## src/rtl/program_loader.sv

```systemverilog
`default_nettype none
// ============================================================================
// Module      : program_loader
// Description : Loads a LEN/data/CHK byte stream into the instruction/data
//               memory while holding the CPU in reset, then reads every
//               loaded word back and confirms the checksum before release.
// Revision    : 1.0  initial release
// ============================================================================
module program_loader #(
    parameter int AWIDTH = 5,
    parameter int DWIDTH = 8
) (
    input  logic              clk,
    input  logic              rst,
    input  logic              start,
    input  logic              s_valid,
    input  logic [DWIDTH-1:0] s_data,
    output logic              s_ready,
    output logic [AWIDTH-1:0] mem_addr,
    output logic              mem_wr,
    output logic              mem_rd,
    output logic              data_e,
    output logic [DWIDTH-1:0] mem_wdata,
    input  logic [DWIDTH-1:0] mem_rdata,
    output logic              cpu_hold,
    output logic              done,
    output logic              error
);

    localparam int DEPTH = 2 ** AWIDTH;
    // Width wide enough to hold both a stream byte and the value DEPTH
    localparam int LW    = (DWIDTH > AWIDTH + 1) ? DWIDTH : AWIDTH + 1;

    typedef enum logic [3:0] {
        ST_IDLE  = 4'd0,
        ST_LEN   = 4'd1,
        ST_DATA  = 4'd2,
        ST_WRITE = 4'd3,
        ST_CHK   = 4'd4,
        ST_RD    = 4'd5,
        ST_CMP   = 4'd6,
        ST_DONE  = 4'd7,
        ST_ERR   = 4'd8
    } state_t;

    state_t            state, state_nxt;
    logic [AWIDTH-1:0] addr, addr_nxt;
    logic [AWIDTH-1:0] last, last_nxt;      // address of final word (len-1)
    logic [DWIDTH-1:0] sum, sum_nxt;        // checksum of streamed bytes
    logic [DWIDTH-1:0] rsum, rsum_nxt;      // checksum of read-back words
    logic              rd_phase, rd_phase_nxt;

    logic              ready_nxt, wr_nxt, rd_nxt, done_nxt, error_nxt, hold_nxt;
    logic [AWIDTH-1:0] mem_addr_nxt;
    logic [DWIDTH-1:0] wdata_nxt;
    logic              xfer;
    logic [LW-1:0]     len_ext;

    assign xfer    = s_valid & s_ready;
    assign len_ext = LW'(s_data);

    // Next-state, datapath and next-output computation
    always_comb begin
        state_nxt    = state;
        addr_nxt     = addr;
        last_nxt     = last;
        sum_nxt      = sum;
        rsum_nxt     = rsum;
        rd_phase_nxt = rd_phase;
        wdata_nxt    = mem_wdata;

        case (state)
            ST_IDLE, ST_DONE, ST_ERR: begin
                if (start) state_nxt = ST_LEN;
            end
            ST_LEN: begin
                if (xfer) begin
                    if (len_ext == '0 || len_ext > LW'(DEPTH)) begin
                        state_nxt = ST_ERR;
                    end else begin
                        last_nxt  = AWIDTH'(len_ext - LW'(1));
                        addr_nxt  = '0;
                        sum_nxt   = '0;
                        state_nxt = ST_DATA;
                    end
                end
            end
            ST_DATA: begin
                if (xfer) begin
                    wdata_nxt = s_data;
                    sum_nxt   = sum + s_data;
                    state_nxt = ST_WRITE;
                end
            end
            ST_WRITE: begin
                if (addr == last) begin
                    state_nxt = ST_CHK;
                end else begin
                    addr_nxt  = addr + AWIDTH'(1);
                    state_nxt = ST_DATA;
                end
            end
            ST_CHK: begin
                if (xfer) begin
                    if (s_data != sum) begin
                        state_nxt = ST_ERR;
                    end else begin
                        addr_nxt     = '0;
                        rsum_nxt     = '0;
                        rd_phase_nxt = 1'b0;
                        state_nxt    = ST_RD;
                    end
                end
            end
            ST_RD: begin
                // Each word is addressed for two cycles; data is taken in the second
                if (!rd_phase) begin
                    rd_phase_nxt = 1'b1;
                end else begin
                    rd_phase_nxt = 1'b0;
                    rsum_nxt     = rsum + mem_rdata;
                    if (addr == last) begin
                        state_nxt = ST_CMP;
                    end else begin
                        addr_nxt = addr + AWIDTH'(1);
                    end
                end
            end
            ST_CMP: begin
                state_nxt = (rsum == sum) ? ST_DONE : ST_ERR;
            end
            default: state_nxt = ST_IDLE;
        endcase

        // Outputs are registered, so they are decoded from the upcoming state
        ready_nxt    = (state_nxt == ST_LEN) || (state_nxt == ST_DATA) ||
                       (state_nxt == ST_CHK);
        wr_nxt       = (state_nxt == ST_WRITE);
        rd_nxt       = (state_nxt == ST_RD);
        done_nxt     = (state_nxt == ST_DONE);
        error_nxt    = (state_nxt == ST_ERR);
        hold_nxt     = (state_nxt != ST_DONE);
        mem_addr_nxt = (wr_nxt || rd_nxt) ? addr_nxt : mem_addr;
    end

    // State, datapath and output registers
    always_ff @(posedge clk or negedge rst) begin
        if (!rst) begin
            state     <= ST_IDLE;
            addr      <= '0;
            last      <= '0;
            sum       <= '0;
            rsum      <= '0;
            rd_phase  <= 1'b0;
            s_ready   <= 1'b0;
            mem_wr    <= 1'b0;
            mem_rd    <= 1'b0;
            data_e    <= 1'b0;
            mem_addr  <= '0;
            mem_wdata <= '0;
            done      <= 1'b0;
            error     <= 1'b0;
            cpu_hold  <= 1'b1;
        end else begin
            state     <= state_nxt;
            addr      <= addr_nxt;
            last      <= last_nxt;
            sum       <= sum_nxt;
            rsum      <= rsum_nxt;
            rd_phase  <= rd_phase_nxt;
            s_ready   <= ready_nxt;
            mem_wr    <= wr_nxt;
            mem_rd    <= rd_nxt;
            data_e    <= wr_nxt;
            mem_addr  <= mem_addr_nxt;
            mem_wdata <= wdata_nxt;
            done      <= done_nxt;
            error     <= error_nxt;
            cpu_hold  <= hold_nxt;
        end
    end

endmodule
`default_nettype wire

```

## config.mk

```make
export PLATFORM = sky130hd
export DESIGN_NAME = program_loader
export DESIGN_NICKNAME = d
export VERILOG_FILES = /design/src/rtl/program_loader.sv
export SDC_FILE = /design/constraint.sdc
export NUM_CORES = 1
export LEC_CHECK = 0
export CORE_AREA = 2 2 96 61
export DETAILED_ROUTE_END_ITERATION = 8
export DIE_AREA = 0 0 98 63
export PLACE_DENSITY = 0.84
export SYNTH_ARGS = -nofsm -noshare
export SYNTH_HDL_FRONTEND = slang
export SYNTH_SLANG_ARGS = --single-unit
export TNS_END_PERCENT = 50
```

## constraint.sdc

```tcl
create_clock -name clk -period 3.49 [get_ports clk]
set_input_delay 0.8725 -clock clk [delete_from_list [all_inputs] [get_ports clk]]
set_output_delay 0.8725 -clock clk [all_outputs]
set_load 0.05 [all_outputs]
```

Word level (Yosys, flattened, before mapping)
Index checks and enable logic that the tools add are counted.
{"block": "totals", "input_bits": 20, "output_inout_bits": 20, "elab_cells": 90, "ram_bits": 0, "latchBits": 0, "mem_count": 0, "register_bits": 50, "mem_bits_ro": 0}
{"block": "classes", "add_sub_neg": 4, "bitwise_logic": 2, "div": 0, "mux": 30, "n_eq_ne": 25, "n_mul": 0, "reduce_logical": 14, "magnitude_cmp": 1, "shifts": 0}
{"op": "$mux 8", "n": 6}
{"op": "$mux 4", "n": 9}
{"op": "$pmux 8 s2", "n": 2}
{"op": "$mux 5", "n": 6}
{"op": "$eq 4x3->1 const B", "n": 7}
{"op": "$pmux 4 s7", "n": 1}
{"op": "$pmux 5 s4", "n": 1}
{"op": "$add 8x8->8", "n": 2}
{"op": "$eq 4x2->1 const B", "n": 4}
{"op": "$ne 2x2->1 const B", "n": 6}
{"op": "$eq 4x1->1 const B", "n": 2}
{"op": "$eq 4x4->1 const B", "n": 2}
{"op": "$eq 8x8->1", "n": 1}
{"op": "$gt 8x6->1 const B", "n": 1}
{"op": "$logic_not 8->1", "n": 1}
{"op": "$ne 8x8->1", "n": 1}
{"op": "$reduce_and 4->1", "n": 2}
{"op": "$reduce_and 3->1", "n": 2}
{"op": "$add 5x1->5 const B", "n": 1}
{"op": "$eq 5x5->1", "n": 1}
{"op": "$sub 5x1->5 const B", "n": 1}
{"op": "$logic_not 4->1", "n": 1}
{"op": "$logic_or 1x1->1", "n": 4}
{"op": "$ne 4x3->1 const B", "n": 1}
{"op": "other kinds (8)", "n": 11}

Longest topological paths before layout
Gate-level depths: netlist (run 1).
{"block": "depth", "ltp_word": 8, "mapped_depth": 9}

Worst setup path before layout (run 1)
Ideal clock, no wire load.
{"block": "synth_path", "path_type": "input to register", "start": "input port s_data[1]", "end": "register mem_addr[0]", "slack_ns": 0.656, "setup_ns": 0.125, "t_required_ns": 3.365, "cell_stages": 8, "arrival_ns": 2.709, "cell_sequence": "ha_1 nor4_1 nand4b_1 nand3_1 o31ai_2 or3_1 o32a_2 mux2_2"}
{"block": "synth_via", "elab_cells_between_ends": 17, "classes_between": "1 x order compare; 3 x eq/ne; 10 x mux; 3 x reduce/logical"}
{"item": "start: declaration", "line_no": "17", "text": "input logic [DWIDTH-1:0] s_data,"}
{"item": "$gt 8x6->1 or $logic_not 8->1 (tied branches)", "line_no": "78", "text": "if (len_ext == '0 || len_ext > LW'(DEPTH)) begin"}
{"item": "$logic_or 1x1->1", "line_no": "78"}
{"item": "$mux 5", "line_no": "78"}
{"item": "$mux 5", "line_no": "77", "text": "if (xfer) begin"}
{"item": "$pmux 5 s4 (*)", "line_no": "72", "text": "case (state)"}
{"item": "via addr_nxt[0]", "line_no": "47", "text": "logic [AWIDTH-1:0] addr, addr_nxt;"}
{"item": "end signal: assignment", "line_no": "175", "text": "mem_addr <= mem_addr_nxt;"}
{"item": "end: declaration", "line_no": "19", "text": "output logic [AWIDTH-1:0] mem_addr,"}
Mark *: on every way through the listed nets, which the timed path passes. The rest lies on a longest branch.
A chain may end at the register's enable or synchronous reset.

Worst setup path in the final report (run 1)
{"block": "layout_path", "start": "input port s_data[1]", "end": "register mem_addr[0]"}
{"block": "layout_via", "elab_cells_between_ends": 17, "classes_between": "1 x order compare; 3 x eq/ne; 10 x mux; 3 x reduce/logical"}
{"item": "$ne 8x8->1 (*)", "line_no": "105", "text": "if (s_data != sum) begin"}
{"item": "$mux 4 (*)", "line_no": "105"}
{"item": "$mux 4 (*)", "line_no": "104", "text": "if (xfer) begin"}
{"item": "$pmux 4 s7 (*)", "line_no": "72"}
{"item": "via state_nxt[2]", "line_no": "46", "text": "state_t state, state_nxt;"}
{"item": "$eq 4x2->1 or $eq 4x3->1 (tied branches)", "line_no": "138, 139"}
{"item": "$logic_or 1x1->1 (*)", "line_no": "143", "text": "mem_addr_nxt = (wr_nxt || rd_nxt) ? addr_nxt : mem_addr;"}
Marked as above.

==> results.yml, run 1 <==
run_status:
  outcome: "finished, final reports clean"
floorplanning:
  io_pins: 40
  rows: 21
  initial_core_util: 0.574
  die_x_um: 98
  coreArea_um2: 5330
  fp.dieArea_um2: 6170
  die_h_um: 63
setup_path:
  cp.arrival_ns: 3.47
  end_kind: "flop"
  slowest_delay_ns: 0.51
  path_cells: "clkdlybuf4s50_1 -> ha_1 -> nor4_1 -> nand4b_1 -> o21ai_0 -> a2111o_1 -> nand2_2 -> o21ai_4 -> mux2_2"
  cpMaxStageDelayCell: "clkdlybuf4s50_1"
  critPathMaxFanout: 5
  critPathTopFamily: "compound AO/OA/AOI/OAI gates"
  cp.required_ns: 3.69
  crit_type: "in -> reg"
  worst-path-buf-inv: 1
  crit_path_start_kind: "primary input"
placed_design:
  place_inst: 429
  dp_hpwl_um: 5490
  port_buffers: 39
  gp_congestion: 0.923
  pre_cts_ws_ns: -0.0503
clocking:
  post_cts_resized: 0
  ctsLongestPathBuffers: 2
  cts.sinks: 50
  post-cts-setup-buffer-count: 0
  h-tree-depth: 2
  clkLatencyLatePin_ns: 0.31
  cts_tree: "done"
  cts_buffers: 5
  root_buffer: "clkbuf_8"
  path_clk_slew_ns: 0.09
  cts_hold_buffers: 0
route:
  drc: 0
  first_iter_violations: 224
  num_vias: 2512
  drtPass1Iterations: 4
  via_per_inst: 5.75
  antenna_left: 0
  wl_um: 7110
  wl_per_cell_um: 16.3
global_route:
  first_global_vias: 2480
  track_usage: 0.249
  antenna_found_initial: 0
  grt_max_degree: 51
  overflow: 0
  grt_pass1_wl_um: 12100
sta:
  finalCritPeriodShare: 0.938
  drv_slew: 0
  fmax_mhz: 305
  tightest_slew_ns: 1.12
  min_period_ns: 3.27
  hold_viol: 0
  clock_skew_ns: 0.00838
  setup_viol: 0
  maxSlewHeadroom: 0.256
  layout_setup_ws_ns: 0.215
  rsz0062_at_grt: "false"
cells_and_area:
  nets: 406
  diodes: 0
  areaGrowthSynthToFinish_pct: 20.7
  nFillCells: 406
  final_cells: 437
  drive_above_1_share: 0.130
yosys:
  ys_types: 61
  ys_seq_elements: 50
  ys.flop_type: "dfrtp_1"
  ys_async_sr_fraction: 1.00
  synthTopCellsByArea: "dfrtp_1, ha_1, nand2_1"
  syn-num-nets: 353
  syn_inst: 314
  synth_edf_count: 0
  synth.top_cell.area_share: 0.400
  syn_avg_cell_area_um2: 9.75
  syn_area_um2: 3060
  synth_common_cells: "dfrtp_1, nand2_1, nor2_1"
  yosysWarnings: 0
  yosysTopAreaCell: "dfrtp_1"
  ys_seq_area_frac: 0.409
  synth.most_common_cell: "dfrtp_1"
job:
  cap_violations: 0
power_and_ir_drop:
  vdd_drop_max_v: 0.000487
  power_mw: 2.83
  power_leakage_nw: 1.68
  power_density_nw_per_um2: 767
hold_path:
  hold_path.class: "reg -> reg"
==> final timing paths <==
path	cells after the start	endpoint	slack [ns]	start
setup / recovery	9	mem_addr[0]$_DFFE_PN0P_	0.22	s_data[1]
hold / removal	1	mem_wdata[7]$_DFFE_PN0P_	0.49	mem_wdata[7]$_DFFE_PN0P_
setup reg to reg	7	mem_addr[0]$_DFFE_PN0P_	0.76	state[3]$_DFF_PN0_
hold reg to reg	1	mem_wdata[7]$_DFFE_PN0P_	0.49	mem_wdata[7]$_DFFE_PN0P_
max in group asynchronous	1	last[2]$_DFFE_PN0P_	2.04	rst
min in group asynchronous	1	rsum[1]$_DFFE_PN0P_	0.77	rst
==> layout by cell type, fill, tap and decap left out, drive strengths merged, types with 2 or more instances in the layout <==
master         netlist  routed
dfrtp               49      49
nand2               47      47
clkdlybuf4s50        0      38
nor2                22      22
a21oi               20      20
xnor2               18      18
buf                  5      18
ha                  17      17
o21ai               16      16
xor2                11      11
inv                 10      10
nor3                 8       8
o22ai                7       7
nand3                6       6
a21o                 6       6
clkbuf               5       6
mux2                 5       5
o31ai                5       5
mux2i                4       4
nand2b               4       4
nor4                 4       4
or3                  3       3
nand4                3       3
o21bai               3       3
a31oi                3       3
and2                 3       3
nand3b               2       2
nor2b                2       2
a211oi               2       2
fa                   2       2
nor4b                2       2
a2111oi              2       2
clkinv               1       2
==> sequential cells by signal (all words and copies together), names as in the netlist <==
signal / cells
mem_wdata: 8
rsum: 8
sum: 8
addr: 5
last: 5
mem_addr: 5
state: 4
cpu_hold: 1
data_e: 1
done: 1
error: 1
mem_rd: 1
rd_phase: 1
s_ready: 1
==> worst register-to-register path, delay by kind of cell, from the launching register on <==
kind,cells,cell delay (ns)
multiplexers,1,0.36
AO/OA/AOI/OAI,2,0.67
flip-flops,1,0.49
AND/OR/NAND/NOR,4,1.09
==> logic make-up after synthesis <==
group / synth area share
compound gates: 0.173
xor+xnor: 0.0829
fa+ha+maj: 0.0825
buf+inv: 0.0355
flops: 0.409
mux: 0.0315
simple gates: 0.186
==> routing by layer <==
metal | share of wire | vias to the layer above | GRT usage
li1 | - | 1219 | -
met1 | 0.47 | 1191 | 0.367
met2 | 0.44 | 96 | 0.387
met3 | 0.080 | 6 | 0.0470
met4 | 0.0075 | 0 | 0.0503
met5 | 0 | - | 0
==> through the flow <==
step / hold slack, ns / TNS [ns] / area [µm²] / utilization
floorplan: 0.486 / 0 / 3060 / -
global placement: 0.461 / 0 / 3600 / 0.675
detailed placement: 0.467 / -0.223 / 3600 / 0.675
CTS: 0.489 / 0 / 3700 / 0.693
global route: 0.516 / 0 / 3700 / 0.693
finish: 0.489 / 0 / 3700 / 0.693
==> power breakdown <==
group          leakage [nW]  switching, mW  internal, mW  total, mW
sequential            0.661          0.219         0.766      0.986
combinational         0.977          0.858         0.632       1.49
clock                0.0472          0.198         0.160      0.357
==> area by class of cell <==
type	count	area [µm²]	area share
Timing Repair Buffer	56	513	0.139
Sequential cell	50	1250	0.339
Inverter	11	41.3	0.0112
Multi-Input combinational cell	243	1710	0.462
Clock buffer	6	82.6	0.0223
Tap cell	69	86.3	0.0234
Clock inverter	2	12.5	0.00339
Note: power is estimated with default switching activity, not from simulation.
==> run 2: changes to the inputs <==
==> config.mk (replaced) <==
export PLATFORM = sky130hd
export DESIGN_NAME = program_loader
export DESIGN_NICKNAME = d
export VERILOG_FILES = /design/src/rtl/program_loader.sv
export SDC_FILE = /design/constraint.sdc
export NUM_CORES = 1
export LEC_CHECK = 0
export CELL_PAD_IN_SITES_DETAIL_PLACEMENT = 2
export CELL_PAD_IN_SITES_GLOBAL_PLACEMENT = 2
export CORE_AREA = 2 2 93 95
export DETAILED_ROUTE_END_ITERATION = 8
export DIE_AREA = 0 0 95 97
export PLACE_DENSITY_LB_ADDON = 0.1
export SYNTH_ARGS = -nofsm -noshare
export SYNTH_HDL_FRONTEND = slang
export SYNTH_SLANG_ARGS = --single-unit
export TNS_END_PERCENT = 100
==> results.yml, run 2 (synthesized netlist as in run 1, its figures left out) <==
run_status:
  outcome: "finished, final reports clean"
clocking:
  path_clk_slew_ns: 0.09
  cts_buffers: 5
  root_buffer: "clkbuf_8"
  cts.sinks: 50
  ctsLongestPathBuffers: 2
  post-cts-setup-buffer-count: 0
  h-tree-depth: 2
  cts_tree: "done"
  clkLatencyLatePin_ns: 0.31
global_route:
  track_usage: 0.214
  antenna_found_initial: 0
  first_global_vias: 2943
  overflow: 0
  grt_pass1_wl_um: 15400
  grt_max_degree: 31
hold_path:
  hold_path.class: "reg -> reg"
placed_design:
  dp_hpwl_um: 7060
  port_buffers: 39
  gp_congestion: 0.787
cells_and_area:
  areaGrowthSynthToFinish_pct: 25.4
  layout_commonest_cell: "dfrtp_1"
  diodes: 0
  mostFrequentLayoutCells: "dfrtp_1, nand2_1, clkdlybuf4s50_1, buf_4, nor2_1"
  nFillCells: 850
  nets: 415
  reg_top3: "mem_wdata x8, rsum x8, sum x8"
  drive_above_1_share: 0.154
floorplanning:
  coreArea_um2: 8130
  die_x_um: 95
  io_pins: 40
  rows: 33
  fp.dieArea_um2: 9220
  die_h_um: 97
  initial_core_util: 0.377
route:
  num_vias: 2614
  wl_um: 9200
  drtPass1Iterations: 4
  drc: 0
  antenna_left: 0
  wl_per_cell_um: 19.1
  via_per_inst: 5.42
  first_iter_violations: 50
sta:
  finalCritPeriodShare: 0.953
  fmax_mhz: 301
  drv_slew: 0
  hold_viol: 0
  min_period_ns: 3.33
  setup_viol: 0
  holdWs_ns: 0.490
  clock_skew_ns: 0.0115
  maxSlewHeadroom: 0.504
  tightest_slew_ns: 0.739
job:
  cap_violations: 0
power_and_ir_drop:
  power_mw: 3.02
  power_leakage_nw: 1.74
  power_density_nw_per_um2: 787
  vdd_drop_max_v: 0.000256
setup_path:
  cp.required_ns: 3.69
  crit_path_start_kind: "primary input"
  rrSetupSlack_ns: 0.74
  end_kind: "flop"
  crit_type: "in -> reg"
  cp.arrival_ns: 3.53
  critPathMaxFanout: 4
## run 2: final timing paths
| kind | from | to | depth (start not counted) |
|---|---|---|---|
| max in group asynchronous | rst | sum[1]$_DFFE_PN0P_ | 2 |
| max reg2reg | sum[1]$_DFFE_PN0P_ | mem_addr[3]$_DFFE_PN0P_ | 10 |
| max | s_data[1] | mem_addr[3]$_DFFE_PN0P_ | 11 |
| min in group asynchronous | rst | rsum[7]$_DFFE_PN0P_ | 1 |
| min | mem_wdata[3]$_DFFE_PN0P_ | mem_wdata[3]$_DFFE_PN0P_ | 2 |
| min reg2reg | mem_wdata[3]$_DFFE_PN0P_ | mem_wdata[3]$_DFFE_PN0P_ | 2 |
## run 2: what timing repair did
action                     CTS  global route
resized for setup            0             2
setup endpoints to repair    0             5
hold buffers                 0             0
## run 2: critical path, stage by stage
cell and delay (ns):
clkdlybuf4s50_1 0.48, ha_1 0.37, nor4_2 0.33, nand4b_1 0.22
nand3_1 0.15, o31ai_2 0.08, buf_4 0.15, nor4_1 0.27
buf_4 0.20, a31oi_1 0.12, mux2_2 0.28
## run 2: final cells by class
cell class / count / area [µm²] / share of cell area
Multi-Input combinational cell: 243 / 1720 / 0.448
Sequential cell: 50 / 1250 / 0.326
Timing Repair Buffer: 65 / 581 / 0.151
Tap cell: 105 / 131 / 0.0342
Clock buffer: 7 / 86.3 / 0.0225
Inverter: 11 / 41.3 / 0.0107
Clock inverter: 1 / 30.0 / 0.00782
## run 2: where the power goes
part	switching [mW]	leakage, nW	internal, mW
registers	0.226	0.661	0.766
clock network	0.201	0.0585	0.234
logic	0.925	1.02	0.671
## run 2: metal layers
| layer | global-route usage | share of wire | vias to the layer above |
|---|---|---|---|
| li1 | - | - | 1236 |
| met1 | 0.267 | 0.43 | 1338 |
| met2 | 0.386 | 0.53 | 33 |
| met3 | 0.0296 | 0.021 | 7 |
| met4 | 0.0479 | 0.011 | 0 |
| met5 | 0 | 0 | - |
## run 2: per-stage QoR
stage	TNS (ns)	setup WS (ns)	util	area, µm²	cells
floorplan	0	0.656	-	3060	314
global placement	-0.202	-0.0714	0.457	3710	474
detailed placement	-0.937	-0.204	0.457	3710	474
CTS	0	0.115	0.471	3830	482
global route	-0.00529	-0.00529	0.472	3840	482
finish	0	0.165	0.472	3840	482
==> run 3: changes to the inputs <==
--- a/config.mk
+++ b/config.mk
@@ -7,9 +7,9 @@
 export LEC_CHECK = 0
 export CELL_PAD_IN_SITES_DETAIL_PLACEMENT = 2
 export CELL_PAD_IN_SITES_GLOBAL_PLACEMENT = 2
-export CORE_AREA = 2 2 93 95
+export CORE_AREA = 2 2 130 69
 export DETAILED_ROUTE_END_ITERATION = 8
-export DIE_AREA = 0 0 95 97
+export DIE_AREA = 0 0 132 71
 export PLACE_DENSITY_LB_ADDON = 0.1
 export SYNTH_ARGS = -nofsm -noshare
 export SYNTH_HDL_FRONTEND = slang
==> results.yml, run 3 (synthesized netlist as in run 1, its figures left out) <==
global_route:
  track_usage: 0.224
  first_global_vias: 2981
  grt_max_degree: 47
  overflow: 0
  antenna_found_initial: 0
  grt_pass1_wl_um: 16200
sta:
  clock_skew_ns: 0.00864
  holdWs_ns: 0.488
  rsz0062_at_grt: "false"
  drv_slew: 0
  min_period_ns: 3.30
  hold_viol: 0
  setup_viol: 0
  fmax_mhz: 303
  tightest_slew_ns: 1.08
  finalCritPeriodShare: 0.946
  maxSlewHeadroom: 0.281
setup_path:
  worst-path-buf-inv: 1
  crit_type: "in -> reg"
  slowest_delay_ns: 0.50
  cpMaxStageDelayCell: "clkdlybuf4s50_1"
  cp.arrival_ns: 3.47
  critPathMaxFanout: 3
  path_cells: "clkdlybuf4s50_1 -> ha_1 -> nor3_1 -> nand4b_1 -> nand3_1 -> o31ai_2 -> or3_1 -> o32a_2 -> mux2_2"
  end_kind: "flop"
  critPathTopFamily: "simple AND/OR/NAND/NOR gates"
  cp.required_ns: 3.66
  crit_path_start_kind: "primary input"
clocking:
  h-tree-depth: 2
  cts_hold_buffers: 0
  clkLatencyLatePin_ns: 0.30
  root_buffer: "clkbuf_16"
  ctsLongestPathBuffers: 2
  cts_buffers: 5
  path_clk_slew_ns: 0.07
  cts_tree: "done"
  cts.sinks: 50
route:
  drtPass1Iterations: 4
  drc: 0
  wl_per_cell_um: 19.3
  antenna_left: 0
  first_iter_violations: 107
  via_per_inst: 5.34
  wl_um: 9570
  num_vias: 2649
power_and_ir_drop:
  power_switching_mw: 1.39
  power_density_nw_per_um2: 795
  p_sw_frac: 0.449
  power_mw: 3.10
  comb_power_share: 0.519
  pwr-share-seq: 0.326
  power.internal_mw: 1.71
  power_leakage_nw: 1.77
  clock_power_share: 0.155
  vdd_drop_max_v: 0.000330
placed_design:
  port_buffers: 39
  dp_hpwl_um: 7540
  gp_congestion: 0.878
floorplanning:
  io_pins: 40
  initial_core_util: 0.368
  rows: 24
  coreArea_um2: 8320
  fp.dieArea_um2: 9370
  die_x_um: 132
  die_h_um: 71
job:
  cap_violations: 0
cells_and_area:
  areaGrowthSynthToFinish_pct: 27.2
  mostFrequentLayoutCells: "dfrtp_1, nand2_1, clkdlybuf4s50_1, buf_4, nor2_1"
  layout_commonest_cell: "dfrtp_1"
  nFillCells: 920
  nets: 417
  reg_top3: "mem_wdata x8, rsum x8, sum x8"
  drive_above_1_share: 0.153
  diodes: 0
run_status:
  outcome: "finished, final reports clean"
hold_path:
  hold_path.class: "reg -> reg"
-- run 3: area by class of cell --
type / instances / area [µm²] / area share
Timing Repair Buffer: 67 / 598 / 0.154
Clock buffer: 8 / 136 / 0.0350
Inverter: 11 / 41.3 / 0.0106
Sequential cell: 50 / 1250 / 0.322
Tap cell: 117 / 146 / 0.0376
Multi-Input combinational cell: 243 / 1720 / 0.442
-- run 3: metrics by stage --
stage	setup TNS [ns]	utilization	worst slack [ns]	area (µm²)	instances
floorplan	0	-	0.656	3060	314
global placement	-0.236	0.449	-0.0864	3740	487
detailed placement	-1.04	0.449	-0.231	3740	487
CTS	0	0.466	0.0623	3870	495
global route	0	0.468	0.0286	3890	496
finish	0	0.468	0.189	3890	496
-- run 3: routing by layer --
metal	GRT usage	vias to the layer above	wire length, µm
met1	0.330	1360	5010
met2	0.347	38	4170
met4	0.0471	0	76
li1	-	1244	-
met5	0	-	0
met3	0.0380	7	311
-- run 3: path summary, 6_finish.rpt --
kind	start	endpoint	slack, ns	depth (start not counted)
min in group asynchronous	rst	mem_wdata[3]$_DFFE_PN0P_	0.77	1
setup reg to reg	sum[1]$_DFFE_PN0P_	mem_addr[0]$_DFFE_PN0P_	0.83	8
setup / recovery	s_data[2]	mem_addr[0]$_DFFE_PN0P_	0.19	9
hold reg to reg	mem_wdata[2]$_DFFE_PN0P_	mem_wdata[2]$_DFFE_PN0P_	0.49	2
max in group asynchronous	rst	sum[0]$_DFFE_PN0P_	2.03	2
hold / removal	mem_wdata[2]$_DFFE_PN0P_	mem_wdata[2]$_DFFE_PN0P_	0.49	2
-- run 3: worst reg2reg max path, cell delays in order, from the launching register on --
cell,delay (ns)
dfrtp_1,0.46
ha_1,0.34
nor4_2,0.30
nand4b_1,0.21
nand3_1,0.16
o31ai_2,0.08
or3_1,0.35
o32a_2,0.38
mux2_2,0.27
-- run 3: timing repair --
item                                    CTS  global route
gates resized for setup                   0             3
endpoints found under the setup margin    0             5
setup buffers                             0             1
-- run 3: power groups by stage --
stage	Sequential, mW	Clock [mW]	Combinational, mW
floorplan	1.13	0	0.899
global placement	1.00	0	1.52
detailed placement	1.02	0	1.59
CTS	1.01	0.495	1.61
global route	1.04	0.513	1.77
finish	1.01	0.482	1.61
